===== src/rtl/frame_forward_engine.sv =====
// frame_forward_engine
//   Pops one frame descriptor, reads the frame from the ingress byte FIFO,
//   captures DMAC/SMAC/type, runs a lookup and forwards the frame to the
//   fabric. Each forwarded frame is preceded by a 2-byte length header and is
//   zero-padded to MIN_LEN. Runt frames, lookup misses, timeouts and frames
//   with no live egress port are discarded and counted.
// Ports
//   clk, rstn                  clock, async active-low reset
//   ptr_sfifo_rd/_dout/_empty  descriptor FIFO (length in [LEN_W-1:0])
//   sfifo_rd/sfifo_dout        frame byte FIFO, data valid the cycle after rd
//   se_req/se_dmac/se_smac/se_hash, se_ack/se_nak/se_result  lookup handshake
//   link, bp                   per-port link-up and egress backpressure
//   sof/dv/data/o_portmap      egress byte stream and port map
//   drop_cnt                   saturating discarded-frame count
module frame_forward_engine #(
  parameter int unsigned NPORTS     = 4,
  parameter int unsigned MIN_LEN    = 60,
  parameter int unsigned SE_TIMEOUT = 255,
  parameter int unsigned LEN_W      = 11
) (
  input  logic              clk,
  input  logic              rstn,
  output logic              ptr_sfifo_rd,
  input  logic [15:0]       ptr_sfifo_dout,
  input  logic              ptr_sfifo_empty,
  output logic              sfifo_rd,
  input  logic [7:0]        sfifo_dout,
  output logic              se_req,
  output logic [47:0]       se_dmac,
  output logic [47:0]       se_smac,
  output logic [11:0]       se_hash,
  input  logic              se_ack,
  input  logic              se_nak,
  input  logic [15:0]       se_result,
  input  logic [NPORTS-1:0] link,
  input  logic [NPORTS-1:0] bp,
  output logic              sof,
  output logic              dv,
  output logic [7:0]        data,
  output logic [NPORTS-1:0] o_portmap,
  output logic [15:0]       drop_cnt
);

  localparam int unsigned KW = 13;

  typedef enum logic [2:0] {IDLE, PTR, HDR, SEARCH, BPWAIT, TX, PAD, DROP} state_t;

  state_t            state_q, state_d;
  logic              ptr_rd_q, ptr_rd_d;
  logic              sfifo_rd_q, sfifo_rd_d;
  logic              rd_dly_q;
  logic              se_req_q, se_req_d;
  logic              sof_q, sof_d;
  logic              dv_q, dv_d;
  logic [7:0]        data_q, data_d;
  logic [NPORTS-1:0] opm_q, opm_d;
  logic [NPORTS-1:0] pm_q, pm_d;
  logic [15:0]       drop_q, drop_d;
  logic [LEN_W-1:0]  len_q, len_d;
  logic [KW-1:0]     pop_q, pop_d;   // sfifo pops committed for this descriptor
  logic [KW-1:0]     k_q, k_d;       // capture index in HDR, output byte index in TX/PAD
  logic [15:0]       to_q, to_d;
  logic [7:0]        hdr_q [14];
  logic [7:0]        hdr_d [14];

  logic [KW-1:0]     len_k, e_k, k_m2;
  logic [11:0]       e_len;
  logic [NPORTS-1:0] pm_hit, go_pm;
  logic              to_last, go_tx, drop_go;
  logic              unused_bits;

  assign len_k   = KW'(len_q);
  assign e_k     = (len_k < KW'(MIN_LEN)) ? KW'(MIN_LEN) : len_k;
  assign e_len   = e_k[11:0];
  assign k_m2    = k_q - KW'(2);
  assign pm_hit  = se_result[NPORTS-1:0] & link;
  assign to_last = (SE_TIMEOUT != 0) && (to_q == 16'(SE_TIMEOUT - 1));
  assign unused_bits = ^{ptr_sfifo_dout, se_result};

  always_comb begin
    state_d    = state_q;
    ptr_rd_d   = 1'b0;
    sfifo_rd_d = 1'b0;
    se_req_d   = 1'b0;
    sof_d      = 1'b0;
    dv_d       = 1'b0;
    data_d     = '0;
    opm_d      = '0;
    pm_d       = pm_q;
    drop_d     = drop_q;
    len_d      = len_q;
    pop_d      = pop_q;
    k_d        = k_q;
    to_d       = to_q;
    hdr_d      = hdr_q;
    go_tx      = 1'b0;
    go_pm      = '0;
    drop_go    = 1'b0;

    case (state_q)
      IDLE: begin
        if (!ptr_sfifo_empty) begin
          ptr_rd_d = 1'b1;
          state_d  = PTR;
        end
      end
      PTR: begin
        // first PTR cycle is the pop itself; the descriptor is valid on the second
        if (!ptr_rd_q) begin
          len_d = ptr_sfifo_dout[LEN_W-1:0];
          pop_d = '0;
          k_d   = '0;
          if (ptr_sfifo_dout[LEN_W-1:0] < LEN_W'(14)) begin
            drop_go = 1'b1;
          end else begin
            sfifo_rd_d = 1'b1;
            pop_d      = KW'(1);
            state_d    = HDR;
          end
        end
      end
      HDR: begin
        if (pop_q < KW'(14)) begin
          sfifo_rd_d = 1'b1;
          pop_d      = pop_q + KW'(1);
        end
        if (rd_dly_q) begin
          hdr_d[k_q[3:0]] = sfifo_dout;
          k_d             = k_q + KW'(1);
          if (k_q == KW'(13)) begin
            state_d  = SEARCH;
            se_req_d = 1'b1;
            to_d     = '0;
          end
        end
      end
      SEARCH: begin
        to_d = to_q + 16'd1;
        // nak beats a simultaneous ack; an ack on the final timeout cycle beats the timeout
        if (se_nak) begin
          drop_go = 1'b1;
        end else if (se_ack) begin
          pm_d = pm_hit;
          if (pm_hit == '0) begin
            drop_go = 1'b1;
          end else if ((bp & pm_hit) == '0) begin
            go_tx = 1'b1;
            go_pm = pm_hit;
          end else begin
            state_d = BPWAIT;
          end
        end else if (to_last) begin
          drop_go = 1'b1;
        end else begin
          se_req_d = 1'b1;
        end
      end
      BPWAIT: begin
        if ((bp & pm_q) == '0) begin
          go_tx = 1'b1;
          go_pm = pm_q;
        end
      end
      TX, PAD: begin
        dv_d  = 1'b1;
        opm_d = opm_q;
        k_d   = k_q + KW'(1);
        if (k_q == KW'(1))          data_d = e_len[7:0];
        else if (k_q < KW'(16))     data_d = hdr_q[k_m2[3:0]];
        else if (k_q < len_k + KW'(2)) data_d = sfifo_dout;
        else                        data_d = 8'h00;
        // body pops lead their output slot by two cycles so the first body
        // byte lands right after the replayed type LSB
        if ((k_q >= KW'(14)) && (pop_q < len_k)) begin
          sfifo_rd_d = 1'b1;
          pop_d      = pop_q + KW'(1);
        end
        if (k_q == e_k + KW'(1))                  state_d = IDLE;
        else if (k_q + KW'(1) >= len_k + KW'(2))  state_d = PAD;
      end
      DROP: begin
        if (pop_q < len_k) begin
          sfifo_rd_d = 1'b1;
          pop_d      = pop_q + KW'(1);
        end else begin
          state_d = IDLE;
        end
      end
      default: state_d = IDLE;
    endcase

    if (drop_go) begin
      state_d  = DROP;
      se_req_d = 1'b0;
      if (drop_q != '1) drop_d = drop_q + 16'd1;
    end
    if (go_tx) begin
      state_d = TX;
      sof_d   = 1'b1;
      dv_d    = 1'b1;
      data_d  = {4'h0, e_len[11:8]};
      k_d     = KW'(1);
      opm_d   = go_pm;
    end
  end

  always_ff @(posedge clk or negedge rstn) begin
    if (!rstn) begin
      state_q    <= IDLE;
      ptr_rd_q   <= 1'b0;
      sfifo_rd_q <= 1'b0;
      rd_dly_q   <= 1'b0;
      se_req_q   <= 1'b0;
      sof_q      <= 1'b0;
      dv_q       <= 1'b0;
      data_q     <= '0;
      opm_q      <= '0;
      pm_q       <= '0;
      drop_q     <= '0;
      len_q      <= '0;
      pop_q      <= '0;
      k_q        <= '0;
      to_q       <= '0;
      for (int unsigned i = 0; i < 14; i++) hdr_q[i] <= '0;
    end else begin
      state_q    <= state_d;
      ptr_rd_q   <= ptr_rd_d;
      sfifo_rd_q <= sfifo_rd_d;
      rd_dly_q   <= sfifo_rd_q;
      se_req_q   <= se_req_d;
      sof_q      <= sof_d;
      dv_q       <= dv_d;
      data_q     <= data_d;
      opm_q      <= opm_d;
      pm_q       <= pm_d;
      drop_q     <= drop_d;
      len_q      <= len_d;
      pop_q      <= pop_d;
      k_q        <= k_d;
      to_q       <= to_d;
      hdr_q      <= hdr_d;
    end
  end

  assign ptr_sfifo_rd = ptr_rd_q;
  assign sfifo_rd     = sfifo_rd_q;
  assign se_req       = se_req_q;
  assign se_dmac      = {hdr_q[0], hdr_q[1], hdr_q[2], hdr_q[3], hdr_q[4], hdr_q[5]};
  assign se_smac      = {hdr_q[6], hdr_q[7], hdr_q[8], hdr_q[9], hdr_q[10], hdr_q[11]};
  assign se_hash      = {se_smac[4:0], se_dmac[6:0]};
  assign sof          = sof_q;
  assign dv           = dv_q;
  assign data         = data_q;
  assign o_portmap    = opm_q;
  assign drop_cnt     = drop_q;

endmodule


===== config.mk =====
export PLATFORM = sky130hd
export DESIGN_NAME = frame_forward_engine
export DESIGN_NICKNAME = d
export VERILOG_FILES = /design/src/rtl/frame_forward_engine.sv
export SDC_FILE = /design/constraint.sdc
export NUM_CORES = 1
export LEC_CHECK = 0
export CAP_MARGIN = 20
export CORE_UTILIZATION = 36
export DETAILED_ROUTE_END_ITERATION = 10
export PLACE_DENSITY_LB_ADDON = 0.1
export SYNTH_ARGS = -nofsm -noshare
export SYNTH_HDL_FRONTEND = slang
export SYNTH_SLANG_ARGS = --single-unit

===== constraint.sdc =====
create_clock -name clk -period 6.15 [get_ports clk]
set_input_delay 1.23 -clock clk [delete_from_list [all_inputs] [get_ports clk]]
set_output_delay 1.23 -clock clk [all_outputs]
set_load 0.02 [all_outputs]

==> impl_metrics.json <==
{
  "finalMaxSlewViolations": 0,
  "grt_max_degree": 113,
  "synthesis.nets": 1260,
  "tightest_slew_ns": 0.979,
  "first_pass_iters": 5,
  "syn_inst": 1161,
  "synthToLayoutAreaGrowth_pct": 18.3,
  "required_ns": 6.59,
  "die_w_um": 187,
  "yosysSeqAreaShare_pct": 42.0,
  "drc": 0,
  "initial_core_util_pct": 36.6,
  "grt_pass1_vias": 9060,
  "leakagePower_nw": 5.97,
  "ir_worst_vdd_mv": 0.292,
  "synth_edf_count": 0,
  "power_density_nw_per_um2": 454,
  "io_buffers": 176,
  "end_kind": "flip-flop",
  "n_fill_cell": 3292,
  "postCtsSetupBuffers": 0,
  "drive_gt1_share_pct": 17.2,
  "synth_top_family_by_area": "multiplexers",
  "ys_async_sr_fraction_pct": 100,
  "antenna_found_initial": 0,
  "grt-ovfl-total": 0,
  "insertion_delay_ns": 0.55,
  "grt_pass1_wl_um": 55600,
  "core_area_sq_um": 33500,
  "io_pins": 194,
  "finalSetupTns_ns": 0,
  "slew_headroom_pct": 34.7,
  "ys.flop_type": "dfrtp_1",
  "synthSimpleGateAreaFrac_pct": 14.2,
  "viasPerCell": 5.35,
  "fp.dieH_um": 187,
  "cts-resized-gates": 0,
  "syn_area_sq_um": 12300,
  "crit_fanout": 13,
  "criticalPathCategory": "flip-flop to flip-flop",
  "grt_use_total_pct": 20.4,
  "worstPathArrival_ns": 4.46,
  "cts_buffers": 26,
  "synth_fa_ha_area_share_pct": 4.69,
  "synth-compound-area-share_pct": 9.51,
  "cpMaxStageDelayCell": "dfrtp_1",
  "fin_nets": 1315,
  "path_clk_slew_ns": 0.06,
  "synthDistinctLibCells": 67,
  "yosys_warnings": 0,
  "wl_per_cell_um": 21.1,
  "seqCellArea_sq_um": 5160,
  "place_ws_ns": 2.09,
  "finalCritPeriodShare_pct": 65.5,
  "dp_hpwl_um": 25200,
  "insertedDiodeCount": 0,
  "avgSynthCellArea_sq_um": 10.6,
  "multi_input_area_sq_um": 5990,
  "std_cell_rows": 67,
  "htreeDepth": 1,
  "fin_worst_skew_ns": 0.0190,
  "cts_tree": "built",
  "postRouteAntennaNets": 0,
  "hold_class": "flip-flop to flip-flop",
  "die_area_sq_um": 34800,
  "setup_viol": 0,
  "wl_um": 35600,
  "max_freq_mhz": 248,
  "cts_buffer_depth": 3,
  "synth_seq_cells": 206,
  "clock-sinks": 206,
  "finalHoldViolCount": 0,
  "outcome": "finished, final reports clean",
  "fin_ws_ns": 2.12,
  "clockRootBuffer": "clkbuf_16",
  "synth-xor-area-share_pct": 4.22,
  "cts.hold.buffers_added": 0,
  "rsz0062_at_grt": "false",
  "dr.first_iter.drc_count": 562,
  "maxCapViolations": 0,
  "vias": 9011,
  "max_stage_delay_ns": 0.59,
  "gp_congestion": 0.831,
  "synthMuxAreaShare_pct": 16.2,
  "worstPathCellList": "or3_1 > a211oi_1 > nor2_1 > ha_1 > and3_1 > o311ai_0 > xor2_1 > and4_1 > and4b_4 > o32a_1 > o211a_1",
  "finalCriticalPeriod_ns": 4.03,
  "crit_path_start_kind": "flip-flop"
}
==> report_power, final <==
group          leakage, nW  switching [W]  total (W)  internal, W
clock                0.406       0.000631    0.00151     0.000881
combinational         3.00        0.00155    0.00288      0.00133
sequential            2.56       0.000487    0.00219      0.00170
==> final cells by class <==
| class | instances | area share, % |
|---|---|---|
| flip-flops and latches | 206 | 35.6 |
| clock buffers | 41 | 5.43 |
| clock inverters | 6 | 0.457 |
| multi-input cells | 771 | 41.3 |
| inverters | 24 | 0.621 |
| repair buffers | 187 | 12.7 |
| well taps | 448 | 3.87 |
==> cell usage after synthesis, drive strengths merged (12+ instances only) <==
| cell | number | area, sq um |
|---|---|---|
| dfrtp | 206 | 5150 |
| mux2 | 127 | 1430 |
| buf | 121 | 881 |
| nand2 | 96 | 360 |
| nor2 | 56 | 210 |
| o21ai | 49 | 245 |
| ha | 46 | 576 |
| nand3 | 43 | 215 |
| clkbuf | 39 | 146 |
| xnor2 | 32 | 280 |
| a21oi | 29 | 145 |
| nand4 | 29 | 188 |
| xor2 | 27 | 236 |
| inv | 24 | 90.1 |
| mux4 | 24 | 541 |
| a22oi | 18 | 135 |
| and2 | 18 | 113 |
| nor3 | 14 | 70.1 |
| and3 | 13 | 81.3 |
| nand2b | 12 | 75.1 |
==> critical path: cells and delay by family, from the launching register on <==
family / cells / cell delay (ns)
adder cells (fa/ha/maj): 1 / 0.31
AO/OA/AOI/OAI: 4 / 1.34
XOR/XNOR: 1 / 0.21
AND/OR/NAND/NOR: 5 / 1.46
flip-flops: 1 / 0.59
==> per-layer routing <==
metal	track usage (%)	share of wire [%]
met1	29.2	47
met2	31.6	45
met3	4.10	5.7
met5	0	0
met4	5.17	2.2
==> through the flow <==
stage                     hold slack (ns)  cell area [sq um]  cells  total power, W  util (%)
after global placement              0.375              13600   1635         0.00506      40.7
final                               0.380              14500   1683         0.00658      43.2
after detailed placement            0.377              13600   1636         0.00509      40.7
after global routing                0.396              14500   1683         0.00698      43.2
after floorplan                     0.463              12300   1161         0.00419         -
after CTS                           0.390              14500   1683         0.00664      43.2
==> final timing paths <==
kind,start,endpoint,slack [ns],depth (start not counted)
worst min register to register,sfifo_rd$_DFF_PN0_,rd_dly_q$_DFF_PN0_,0.38,0
worst min-delay path,sfifo_rd$_DFF_PN0_,rd_dly_q$_DFF_PN0_,0.38,0
min in group asynchronous,rstn,se_hash[11]$_DFFE_PN0P_,0.80,1
worst max-delay path,len_q[6]$_DFFE_PN0P_,state_q[1]$_DFFE_PN0P_,2.12,11
max in group asynchronous,rstn,k_q[0]$_DFFE_PN0P_,3.99,2
worst max register to register,len_q[6]$_DFFE_PN0P_,state_q[1]$_DFFE_PN0P_,2.12,11
==> state kept, by name, indices dropped and copies added (netlist names) <==
| name | cells |
|---|---|
| data | 8 |
| se_smac | 43 |
| sof | 1 |
| hdr_q | 16 |
| se_req | 1 |
| sfifo_rd | 1 |
| se_hash | 5 |
| state_q | 3 |
| drop_cnt | 16 |
| o_portmap | 4 |
| dv | 1 |
| k_q | 13 |
| to_q | 16 |
| pop_q | 13 |
| ptr_sfifo_rd | 1 |
| se_dmac | 48 |
| pm_q | 4 |
| rd_dly_q | 1 |
| len_q | 11 |
==> layout by cell type, fill, tap and decap left out, drive strengths merged, types with 4 or more instances in the layout <==
cell type      count
a211oi            10
a21o               7
a21oi             29
a22oi             18
a31oi              5
and2              18
and3              13
and4              10
buf               11
clkbuf            42
clkdlybuf4s50    175
dfrtp            206
ha                46
inv               24
mux2             127
mux4              24
nand2             96
nand2b            12
nand3             43
nand4             29
nor2              56
nor2b             10
nor3              14
nor4               6
o2111ai            4
o211ai             9
o21a               7
o21ai             49
o31ai             10
or2                4
or3                7
or4               10
xnor2             32
xor2              27
==> kinds of logic (layout without fill, tap and decap cells) <==
group	count (synthesis)	after routing
flip-flops	206	206
XOR/XNOR	59	59
AND/OR/NAND/NOR	338	338
multiplexers	153	153
adder cells (fa/ha/maj)	46	46
AO/OA/AOI/OAI	175	175
buffers and inverters	184	258
(Power assumes the default switching activity.)
